[src/rtl/adder_pkg.sv]
// Shared definitions for the serial adder controller: FSM encoding, nibble
// width and nibble-index sizing.
package adder_pkg;

  localparam int unsigned NIBBLE_W = 4;

  typedef enum logic [1:0] {
    ST_IDLE = 2'd0,
    ST_RUN  = 2'd1,
    ST_DONE = 2'd2
  } state_t;

  // Nibble index width; a single-nibble build still needs a 1-bit index.
  function automatic int unsigned idx_width(input int unsigned n);
    return (n <= 1) ? 1 : $clog2(n);
  endfunction

endpackage

[src/rtl/four_bit_adder.sv]
// 4-bit adder with carry in/out; the one arithmetic block the controller owns.
module four_bit_adder (
  input  logic [3:0] a,
  input  logic [3:0] b,
  input  logic       cin,
  output logic [3:0] s,
  output logic       cout
);

  logic [4:0] w_sum;

  assign w_sum = 5'(a) + 5'(b) + 5'(cin);
  assign s     = w_sum[3:0];
  assign cout  = w_sum[4];

endmodule

[src/rtl/serial_adder_ctrl.sv]
// Wide add/subtract built by stepping one four_bit_adder across the operands,
// least-significant nibble first, with valid/ready handshakes on both sides.
module serial_adder_ctrl
  import adder_pkg::*;
#(
  parameter int unsigned NIBBLES = 4
) (
  input  logic                        clk,
  input  logic                        rst_n,
  input  logic                        in_valid,
  output logic                        in_ready,
  input  logic [NIBBLE_W*NIBBLES-1:0] a,
  input  logic [NIBBLE_W*NIBBLES-1:0] b,
  input  logic                        sub,
  output logic                        out_valid,
  input  logic                        out_ready,
  output logic [NIBBLE_W*NIBBLES-1:0] s,
  output logic                        cout,
  output logic                        ovf
);

  localparam int unsigned W     = NIBBLE_W * NIBBLES;
  localparam int unsigned IW    = idx_width(NIBBLES);
  localparam int unsigned LSB_W = $clog2(W);

  state_t            r_state;
  state_t            w_state_nxt;
  logic [W-1:0]      r_a;
  logic [W-1:0]      r_b;
  logic [W-1:0]      r_s;
  logic              r_carry;
  logic              r_ovf;
  logic [IW-1:0]     r_idx;
  logic [LSB_W-1:0]  w_lsb;
  logic [NIBBLE_W-1:0] w_nib_a;
  logic [NIBBLE_W-1:0] w_nib_b;
  logic [NIBBLE_W-1:0] w_sum;
  logic              w_cout;
  logic              w_accept;
  logic              w_last;

  // Handshake outputs decode the state register only, never an input port.
  assign in_ready  = (r_state == ST_IDLE);
  assign out_valid = (r_state == ST_DONE);
  assign s         = r_s;
  assign cout      = r_carry;
  assign ovf       = r_ovf;

  assign w_accept = (r_state == ST_IDLE) && in_valid;
  assign w_last   = (r_idx == IW'(NIBBLES - 1));
  assign w_lsb    = LSB_W'({r_idx, 2'b00});
  assign w_nib_a  = r_a[w_lsb +: NIBBLE_W];
  assign w_nib_b  = r_b[w_lsb +: NIBBLE_W];

  four_bit_adder u_adder (
    .a    (w_nib_a),
    .b    (w_nib_b),
    .cin  (r_carry),
    .s    (w_sum),
    .cout (w_cout)
  );

  always_comb begin
    w_state_nxt = r_state;
    unique case (r_state)
      ST_IDLE: if (in_valid)  w_state_nxt = ST_RUN;
      ST_RUN:  if (w_last)    w_state_nxt = ST_DONE;
      ST_DONE: if (out_ready) w_state_nxt = ST_IDLE;
      default:                w_state_nxt = ST_IDLE;
    endcase
  end

  always_ff @(posedge clk or negedge rst_n) begin
    if (!rst_n) begin
      r_state <= ST_IDLE;
    end else begin
      r_state <= w_state_nxt;
    end
  end

  always_ff @(posedge clk or negedge rst_n) begin
    if (!rst_n) begin
      r_a     <= '0;
      r_b     <= '0;
      r_s     <= '0;
      r_carry <= 1'b0;
      r_ovf   <= 1'b0;
      r_idx   <= '0;
    end else if (w_accept) begin
      // Subtract is A + ~B + 1: invert B here, inject the +1 via the carry.
      r_a     <= a;
      r_b     <= sub ? ~b : b;
      r_carry <= sub;
      r_ovf   <= 1'b0;
      r_idx   <= '0;
    end else if (r_state == ST_RUN) begin
      r_s[w_lsb +: NIBBLE_W] <= w_sum;
      r_carry                <= w_cout;
      r_idx                  <= r_idx + 1'b1;
      if (w_last) begin
        r_ovf <= (r_a[W-1] == r_b[W-1]) && (w_sum[NIBBLE_W-1] != r_a[W-1]);
      end
    end
  end

endmodule

[config.mk]
export PLATFORM = sky130hd
export DESIGN_NAME = serial_adder_ctrl
export DESIGN_NICKNAME = d
export VERILOG_FILES = /design/src/rtl/adder_pkg.sv /design/src/rtl/four_bit_adder.sv /design/src/rtl/serial_adder_ctrl.sv
export SDC_FILE = /design/constraint.sdc
export NUM_CORES = 1
export LEC_CHECK = 0
export ABC_AREA = 1
export BUFFER_PORTS_ARGS = -buffer_cell sky130_fd_sc_hd__buf_2
export CAP_MARGIN = 5
export CORE_UTILIZATION = 26
export CTS_CLUSTER_DIAMETER = 80
export DETAILED_ROUTE_END_ITERATION = 8
export GPL_TIMING_DRIVEN = 0
export PLACE_DENSITY = 0.45
export SLEW_MARGIN = 10
export SYNTH_ARGS = -nofsm -noshare
export SYNTH_HDL_FRONTEND = slang
export SYNTH_SLANG_ARGS = --single-unit
[constraint.sdc]
create_clock -name clk -period 4.15 [get_ports clk]
set_clock_uncertainty 0.1 [all_clocks]
set_input_delay 0.6225 -clock clk [delete_from_list [all_inputs] [get_ports clk]]
set_output_delay 0.6225 -clock clk [all_outputs]
set_load 0.02 [all_outputs]
==> results.md <==
- Status: finished clean
- WS Path Type: flip-flop to flip-flop
- Synth warnings: 0
- Synth Cell Area: 0.00273 sq mm
- Post-route clock period utilization: 76.2%
- CTS root buffer: clkbuf_8
- Layout cells sized above 1: 22.9%
- Fmax: 316 MHz
- Sink Count: 54
- R2R depth: 9
- Filler cells: 1141
- Reg clk slew, reported paths: 100 ps
- Synth-to-Final Area Change: 22.2%
- Crit. End Element: flip-flop
- Cell row count: 37
- Reg-to-reg slack, setup: 990 ps
- Min Tclk post-route: 3160 ps
- Cts bufs inserted: 5
- Post-Syn Area per Cell: 8.76 sq um
- Pre-CTS WS: 1020 ps
- Hold Crit Class: input port to async pin
- Buffers on Ports: 55
- Seq cells post-synth: 54
- All-Layer GR Usage: 13.4%
- Vias in the first global route: 2297
- Slew HR: 58.4%
- CP startpoint: r_idx[1]
- Clk buf depth: 2
- Synth cell types: 27
- Cts hold-fix bufs: 0
- Core area: 0.0103 sq mm
- Via-per-instance ratio: 4.46
- Final Cell Area: 0.00334 sq mm
- Most frequent cells in the layout: nand2_1 (83), buf_2 (63), dfrtp_1 (54)
- Routed WL: 6950 um
- Final setup violation count: 0
- WP data required: 4250 ps
- FF-to-FF End: s[14]
- Wire per inst: 13.6 um
- Post-route DRC: 0
- Multi-input logic area: 0.00122 sq mm
- Diodes inserted: 0
- Maxcap violations: 0
- Fin. Hold Viols: 0
- Unrepaired setup endpoints after global routing: no
- Worst Path Max Fanout: 12
- Overflow after GRT: 0
- Largest net degree at the start of global routing: 29
- Most common cell after layout, fill and taps aside: nand2_1
- Number of setup buffers added after CTS: 0
- RR Startpoint: r_idx[1]
- DP Wirelength: 5200 um
- Pwr/cell area: 867 mW/mm^2
- Leak Pwr: 1.66 nW
- Synth Instances: 312
- Asr flop ratio synth: 100%
- Drt first pass iters: 4
- Top-Level Pins: 57
- EDFF count, synth: 0
- Post-DP Area: 0.00320 sq mm
- DIE WIDTH: 105 um
- Sequential area share after synthesis: 49.4%
- First-pass GRT wire length: 11500 um
- Antenna violations before repair: 0
- Clk_lat worst skew: 300 ps
- RD Place Congestion: 0.741
- Via count: 2285
- Initial Util: 26.6%
- Dominant synthesized flop cell: dfrtp_1
- Die area: 0.0109 sq mm
- CTS tree: done
- Critical Path Start Type: flip-flop
- Die Y: 105 um
- Reg area: 0.00135 sq mm
- Number of gates resized after cts: 0
- DRT iter0 DRCs: 120
- Antenna Nets Post-Route: 0
- # H-tree levels: 2
- Worst Path Arrival: 3260 ps
- Crit path to: s[14]
- Tot Pwr: 2.90 mW
- Setup TNS: 0 ps
- Least-Margin Pin Slew: 624 ps
- Post-Syn Nets: 360
- Final slew viol count: 0
- Final worst slack: 990 ps
- Maximum VDD drop: 0.000293 V
- Final net count: 423
## state kept, by name, indices dropped and copies added (netlist names)
signal and count:
r_b 16, r_state 2, cout 1, s 16, r_a 16, ovf 1, r_idx 2
## worst max-delay path: stages (launching register included)
cell and delay [ps]:
dfrtp_1 640, clkinv_1 470, o21ai_0 220, o22ai_1 130
fa_1 450, fa_1 420, xnor2_1 360, nor2_1 80
nand2_1 110, o21ai_0 80
## per-stage QoR
step	hold WS (ps)	std cells	util, %
floorplan	227	312	-
global placement	367	503	30.9
detailed placement	369	504	31.1
CTS	234	512	32.5
global route	274	512	32.5
finish	214	512	32.5
## metal layers
metal  vias to the layer above  share of wire, %  GRT usage [%]
li1                       1154                 -              -
met1                      1076                49           18.1
met2                        49                46           21.8
met3                         6               3.7           2.74
met4                         0               1.1           3.47
met5                         -                 0              0
## kinds of logic (layout without fill, tap and decap cells)
| family | Yosys count | after routing | share of synthesized area, % |
|---|---|---|---|
| simple gates | 121 | 121 | 18.9 |
| fa+ha+maj | 11 | 11 | 5.58 |
| compound gates | 76 | 76 | 14.8 |
| flops | 54 | 54 | 49.4 |
| buf+inv | 33 | 97 | 5.81 |
| xor+xnor | 17 | 17 | 5.45 |
## power by group
group	leakage, nW	internal (mW)	switching, mW	total, mW
Sequential	0.692	0.753	0.161	0.915
Clock	0.0714	0.257	0.175	0.432
Combinational	0.899	0.538	1.01	1.55
## worst min-delay path by stage
| stage | start | endpoint | slack (ps) | depth (start not counted) |
|---|---|---|---|---|
| after detailed placement | r_a[0] | r_a[0] | 370 | 2 |
| final | rst_n | s[2] | 210 | 1 |
| after global placement | r_a[0] | r_a[0] | 370 | 2 |
| after CTS | rst_n | s[2] | 230 | 1 |
| after floorplan | rst_n | cout | 230 | 0 |
| after global routing | rst_n | s[1] | 270 | 1 |
## cells in the mapped netlist (2+ instances only)
cell	number	area (sq um)
nand2_1	83	312
dfrtp_1	54	1350
o21ai_0	53	265
nor2_1	20	75.1
xnor2_1	17	149
inv_1	16	60.1
nand3_1	11	55.1
o22ai_1	10	62.6
ha_1	9	113
buf_2	8	40.0
o21ai_1	7	35.0
o31ai_1	4	30.0
buf_4	3	22.5
fa_1	2	40.0
inv_2	2	7.51
nand3_2	2	20.0
## layout make-up
cell class                 instances  area share, %
buffer                            13           2.36
timing repair buffer              56           8.84
clock buffer                       6           2.47
sequential                        54           40.4
inverter                          20           2.40
multi-input combinational        225           36.6
clock inverter                     2           1.80
tap                              136           5.09
(Power assumes the default switching activity.)
